==> src/rtl/vga_timing_pkg.sv <==
// Shared 640x480@60 VGA timing constants and the per-pixel sync bundle that
// travels down the output pipeline.
package vga_timing_pkg;

    localparam int H_ACTIVE = 640;
    localparam int H_FP     = 16;
    localparam int H_SYNC   = 96;
    localparam int H_BP     = 48;
    localparam int H_TOTAL  = H_ACTIVE + H_FP + H_SYNC + H_BP;

    localparam int V_ACTIVE = 480;
    localparam int V_FP     = 10;
    localparam int V_SYNC   = 2;
    localparam int V_BP     = 33;
    localparam int V_TOTAL  = V_ACTIVE + V_FP + V_SYNC + V_BP;

    typedef struct packed {
        logic       hsync;
        logic       vsync;
        logic       de;
        logic [9:0] x;
        logic [9:0] y;
        logic       line_start;
        logic       frame_start;
    } vga_sync_t;

endpackage

==> src/rtl/vga_delay_line.sv <==
// Async-reset register chain; every stage flushes to RESET_VAL so a partly
// filled pipeline never shows stale timing.
module vga_delay_line #(
    parameter int  DEPTH     = 1,
    parameter type T         = logic,
    parameter T    RESET_VAL = '0
) (
    input  logic clk,
    input  logic reset_n,
    input  T     d,
    output T     q
);

    T stages [DEPTH];

    always_ff @(posedge clk or negedge reset_n) begin
        if (!reset_n) begin
            for (int i = 0; i < DEPTH; i++) begin
                stages[i] <= RESET_VAL;
            end
        end else begin
            stages[0] <= d;
            for (int i = 1; i < DEPTH; i++) begin
                stages[i] <= stages[i-1];
            end
        end
    end

    assign q = stages[DEPTH-1];

endmodule

==> src/rtl/vga_sync_gen.sv <==
// Turns free-running h/v pixel counters into registered VGA timing, counts
// frames and flags any break in the counter sequence with a sticky error.
module vga_sync_gen
    import vga_timing_pkg::vga_sync_t;
#(
    parameter int H_ACTIVE    = vga_timing_pkg::H_ACTIVE,
    parameter int H_FP        = vga_timing_pkg::H_FP,
    parameter int H_SYNC      = vga_timing_pkg::H_SYNC,
    parameter int H_BP        = vga_timing_pkg::H_BP,
    parameter int V_ACTIVE    = vga_timing_pkg::V_ACTIVE,
    parameter int V_FP        = vga_timing_pkg::V_FP,
    parameter int V_SYNC      = vga_timing_pkg::V_SYNC,
    parameter int V_BP        = vga_timing_pkg::V_BP,
    parameter bit SYNC_POL    = 1'b0,
    parameter int PIPE_STAGES = 1
) (
    input  logic       clk,
    input  logic       reset_n,
    input  logic [9:0] h_counter,
    input  logic [9:0] v_counter,
    input  logic       err_clr,
    output logic       hsync,
    output logic       vsync,
    output logic       de,
    output logic [9:0] x_pixel,
    output logic [9:0] y_pixel,
    output logic       line_start,
    output logic       frame_start,
    output logic [7:0] frame_count,
    output logic       timing_err
);

    localparam int H_TOTAL = H_ACTIVE + H_FP + H_SYNC + H_BP;
    localparam int V_TOTAL = V_ACTIVE + V_FP + V_SYNC + V_BP;

    // Extended by one bit so out-of-range counters compare without wrapping.
    localparam logic [10:0] HS_FIRST = 11'(H_ACTIVE + H_FP);
    localparam logic [10:0] HS_LAST  = 11'(H_ACTIVE + H_FP + H_SYNC - 1);
    localparam logic [10:0] VS_FIRST = 11'(V_ACTIVE + V_FP);
    localparam logic [10:0] VS_LAST  = 11'(V_ACTIVE + V_FP + V_SYNC - 1);
    localparam logic [10:0] H_ACT    = 11'(H_ACTIVE);
    localparam logic [10:0] V_ACT    = 11'(V_ACTIVE);
    localparam logic [10:0] H_TOT    = 11'(H_TOTAL);
    localparam logic [10:0] V_TOT    = 11'(V_TOTAL);
    localparam logic [9:0]  H_END    = 10'(H_TOTAL - 1);
    localparam logic [9:0]  V_END    = 10'(V_TOTAL - 1);

    localparam vga_sync_t IDLE = '{hsync: !SYNC_POL, vsync: !SYNC_POL, de: 1'b0,
                                   x: '0, y: '0, line_start: 1'b0, frame_start: 1'b0};

    logic [10:0] h_ext;
    logic [10:0] v_ext;
    vga_sync_t   decoded;
    vga_sync_t   stage1;
    vga_sync_t   out_bundle;
    logic [9:0]  prev_h;
    logic [9:0]  prev_v;
    logic        seq_valid;
    logic        seq_ok;
    logic        err_det;

    assign h_ext = {1'b0, h_counter};
    assign v_ext = {1'b0, v_counter};

    always_comb begin
        decoded             = IDLE;
        decoded.hsync       = (h_ext >= HS_FIRST && h_ext <= HS_LAST) ? SYNC_POL : !SYNC_POL;
        decoded.vsync       = (v_ext >= VS_FIRST && v_ext <= VS_LAST) ? SYNC_POL : !SYNC_POL;
        decoded.de          = (h_ext < H_ACT) && (v_ext < V_ACT);
        decoded.x           = decoded.de ? h_counter : '0;
        decoded.y           = decoded.de ? v_counter : '0;
        decoded.line_start  = (h_counter == '0);
        decoded.frame_start = (h_counter == '0) && (v_counter == '0);
    end

    always_ff @(posedge clk or negedge reset_n) begin
        if (!reset_n) begin
            stage1 <= IDLE;
        end else begin
            stage1 <= decoded;
        end
    end

    generate
        if (PIPE_STAGES > 1) begin : g_delay
            vga_delay_line #(
                .DEPTH     (PIPE_STAGES - 1),
                .T         (vga_sync_t),
                .RESET_VAL (IDLE)
            ) u_delay (
                .clk     (clk),
                .reset_n (reset_n),
                .d       (stage1),
                .q       (out_bundle)
            );
        end else begin : g_bypass
            assign out_bundle = stage1;
        end
    endgenerate

    assign hsync       = out_bundle.hsync;
    assign vsync       = out_bundle.vsync;
    assign de          = out_bundle.de;
    assign x_pixel     = out_bundle.x;
    assign y_pixel     = out_bundle.y;
    assign line_start  = out_bundle.line_start;
    assign frame_start = out_bundle.frame_start;

    // Counts the frame_start pulse already visible at the output, so it stays aligned with any depth.
    always_ff @(posedge clk or negedge reset_n) begin
        if (!reset_n) begin
            frame_count <= '0;
        end else if (out_bundle.frame_start) begin
            frame_count <= frame_count + 8'd1;
        end
    end

    always_comb begin
        if (prev_h == H_END) begin
            seq_ok = (h_counter == '0) &&
                     (v_ext == ((prev_v == V_END) ? 11'd0 : {1'b0, prev_v} + 11'd1));
        end else begin
            seq_ok = (h_ext == {1'b0, prev_h} + 11'd1) && (v_counter == prev_v);
        end
        err_det = (seq_valid && !seq_ok) || (h_ext >= H_TOT) || (v_ext >= V_TOT);
    end

    // A fresh error outranks err_clr in the same cycle.
    always_ff @(posedge clk or negedge reset_n) begin
        if (!reset_n) begin
            prev_h     <= '0;
            prev_v     <= '0;
            seq_valid  <= 1'b0;
            timing_err <= 1'b0;
        end else begin
            prev_h    <= h_counter;
            prev_v    <= v_counter;
            seq_valid <= 1'b1;
            if (err_det) begin
                timing_err <= 1'b1;
            end else if (err_clr) begin
                timing_err <= 1'b0;
            end
        end
    end

endmodule

==> config.mk <==
export PLATFORM = sky130hd
export DESIGN_NAME = vga_sync_gen
export DESIGN_NICKNAME = d
export VERILOG_FILES = /design/src/rtl/vga_timing_pkg.sv /design/src/rtl/vga_delay_line.sv /design/src/rtl/vga_sync_gen.sv
export SDC_FILE = /design/constraint.sdc
export NUM_CORES = 1
export LEC_CHECK = 0
export BUFFER_PORTS_ARGS = -buffer_cell sky130_fd_sc_hd__buf_2
export CAP_MARGIN = 40
export CORE_AREA = 8 8 76 78
export CTS_BUF_LIST = sky130_fd_sc_hd__clkbuf_8
export CTS_CLUSTER_DIAMETER = 50
export DETAILED_ROUTE_END_ITERATION = 16
export DIE_AREA = 0 0 84 86
export PLACE_DENSITY = 0.93
export SETUP_SLACK_MARGIN = 0.02
export SLEW_MARGIN = 10
export SYNTH_ARGS = -nofsm -noshare
export SYNTH_HDL_FRONTEND = slang
export SYNTH_HIERARCHICAL = 1
export SYNTH_SLANG_ARGS = --single-unit
==> constraint.sdc <==
create_clock -name clk -period 4.2 [get_ports clk]
set_input_delay 0.42 -clock clk [delete_from_list [all_inputs] [get_ports clk]]
set_output_delay 0.42 -clock clk [all_outputs]
set_load 0.02 [all_outputs]
==> run_results.csv <==
group,metric,value,unit
global_route,grt_pass1_wl,10.6,mm
timing,period_share,56.5,%
power_and_ir_drop,p_leak,1.44,nW
floorplan,die_h,86,um
synth,ys_async_sr_fraction,100,%
synth,syn_inst,255,
placement,place.gp.congestion,0.921,
placement,dp_slack,1.89,ns
timing,holdWs,0.224,ns
global_route,grt-ovfl-total,0,
synth,synth_top_cells_by_area,"dfrtp_1 (50%), xnor2_1 (7.5%), and2_1 (4.7%), xor2_1 (3.6%), nand4_1 (2.8%)",
flow_run,cap_violations,0,
placement,dp_cells,356,
placement,port_buffers,56,
clock_tree,clockRootBuffer,"clkbuf_8",
setup_path,crit_path_max_fanout,9,
cells_and_area,antenna_cells,0,
global_route,antenna_found_initial,0,
setup_path,r2r-end,"timing_err",
setup_path,worst-endpoint-arrival,2.54,ns
clock_tree,clk_pin_slew,0.09,ns
route,routed_wl,6.24,mm
setup_path,required,4.37,ns
outcome,status,"finished clean",
timing,max-slew-margin-rel,56.2,%
worst_hold_path,min_path_type,"in -> async",
synth,syn-num-nets,282,
cells_and_area,finalNonFillerCells,364,
synth,syn_avg_cell_area,10.5,um^2
timing,skew,0.00530,ns
cells_and_area,fill_cells,337,
route,routedWlPerCell,17.1,um
route,ant_nets,0,
power_and_ir_drop,peakVddDrop,0.000211,V
synth,syn_area,2680,um^2
synth,synth-seq-cells,55,
timing,setup_viol,0,
power_and_ir_drop,power.density,341,nW/um^2
setup_path,r2r_slack,1.83,ns
global_route,grt.total_usage,18.0,%
floorplan,coreArea,4600,um^2
setup_path,path_class,"reg -> reg",
global_route,grt_pass1_vias,2163,
synth,yosys.area.top_type,"dfrtp_1",
floorplan,start_util,58.2,%
placement,dp_hpwl,4.57,mm
route,first_pass_iters,4,
floorplan,dieWidth,84,um
synth,yosysUniqueCellTypes,50,
setup_path,r2r_cells,9,
setup_path,startpoint_type,"flip-flop",
clock_tree,holdBufCountCts,0,
clock_tree,clock-sinks,55,
global_route,grt_max_degree,56,
route,drc,0,
floorplan,ioPinCount,57,
synth,yosys_warnings,6,
floorplan,row_count,25,
clock_tree,cts_tree,"done",
timing,fin_ws,1.83,ns
clock_tree,cts_resized,0,
timing,tns,0,ns
floorplan,die_area,7220,um^2
clock_tree,htreeDepth,2,
cells_and_area,area_growth,15.5,%
cells_and_area,drive_above_1_share,22.9,%
timing,slew_viol_final,0,
cells_and_area,nNetsFinal,336,
timing,finalHoldViolCount,0,
cells_and_area,mostFrequentLayoutCell,"buf_2",
clock_tree,clockBufferDepth,2,
route,dr_total_vias,2202,
route,routed_via_density,6.05,
synth,synth-main-ff-cell,"dfrtp_1",
timing,rsz0062_at_grt,"no",
timing,worst_pin_slew,0.657,ns
synth,synth_edf_count,0,
setup_path,cp-end-kind,"flip-flop",
synth,synth_top_area_share,49.6,%
clock_tree,cts_setup_buffers,0,
setup_path,r2r-start,"prev_v[0]",
timing,min_period,2.37,ns
route,first_iter_violations,213,
synth,synth-seq-area-share,51.5,%
clock_tree,cts_buffers,5,
timing,clock.fmax,422,MHz
clock_tree,insertion_delay,0.30,ns
cells_and_area,final_cell_mix,"buf_2 (56), dfrtp_1 (53), xnor2_1 (23), and2_1 (20), nand2_1 (16)",
## cells by family after synthesis
family	after synthesis	share of synthesized area (%)
other cells	2	0.281
simple gates	107	22.5
compound gates	36	9.21
flops	55	51.5
mux	2	0.795
xor+xnor	34	11.1
buf+inv	15	2.71
fa+ha+maj	4	1.87
## routing by layer
layer | wire, um | vias to the layer above | track usage [%]
met3 | 537 | 12 | 5.12
met5 | 0 | - | 0
met4 | 113 | 0 | 6.44
met1 | 2450 | 1079 | 22.2
met2 | 3140 | 100 | 29.5
li1 | - | 1011 | -
## synth_stat cells (all sizes together) (2+ instances only)
cell    instances
dfrtp          53
conb            2
nor2            9
o21ai          10
nor3            9
or3             2
nand2b          3
buf             4
nand2          16
a211oi          4
a21oi           6
a31oi           3
dfstp           2
and3            4
inv             4
a41oi           2
nor4            6
ha              4
nand4          12
and4            3
and2           21
xor2           11
xnor2          23
nor2b           2
clkbuf          7
nand3          13
## final cells by class
class	instances	area [um^2]	share of cell area, %
clock buffer	5	68.8	2.23
clock inverter	3	41.3	1.34
inverter	4	15.0	0.486
multi-input combinational	185	1220	39.6
sequential	55	1380	44.6
tap	54	67.6	2.19
timing repair buffer	58	295	9.55
## report_power, final
group	switching [mW]	leakage, nW	total [mW]	internal (mW)
clock network	0.166	0.0556	0.341	0.176
registers	0.0186	0.693	0.569	0.550
logic	0.0898	0.693	0.144	0.0546
## through the flow
step / total power, mW / instance area, um^2 / util, %
2_1_floorplan: 0.662 / 2680 / -
3_3_place_gp: 0.716 / 2980 / 64.8
3_5_place_dp: 0.721 / 2980 / 64.8
4_1_cts: 1.06 / 3090 / 67.2
5_1_grt: 1.10 / 3090 / 67.2
6_report: 1.05 / 3090 / 67.2
## flip-flops by register name, summed over array words and instances, names as in the netlist, 8 cells and up
signal,count
prev_v,10
prev_h,10
y_pixel,10
frame_count,8
x_pixel,10
## how the worst max path moves through the flow
stage | startpoint | end | slack, ns | depth (start not counted)
2_1_floorplan | prev_v[0] | timing_err | 2.06 | 11
3_3_place_gp | prev_v[0] | timing_err | 1.97 | 9
3_5_place_dp | prev_v[0] | timing_err | 1.89 | 9
4_1_cts | prev_v[0] | timing_err | 1.85 | 9
5_1_grt | prev_v[0] | timing_err | 1.69 | 9
6_report | prev_v[0] | timing_err | 1.83 | 9
## worst max-delay path, stage by stage, from the launching register on
cell and delay [ns]:
dfrtp_1 0.47, inv_1 0.12, ha_1 0.16, nand4_1 0.08, or4_1 0.63, or2_0 0.26
a21oi_1 0.13, a31oi_1 0.06, a211oi_2 0.17, a41oi_1 0.14
(Power assumes the default switching activity.)
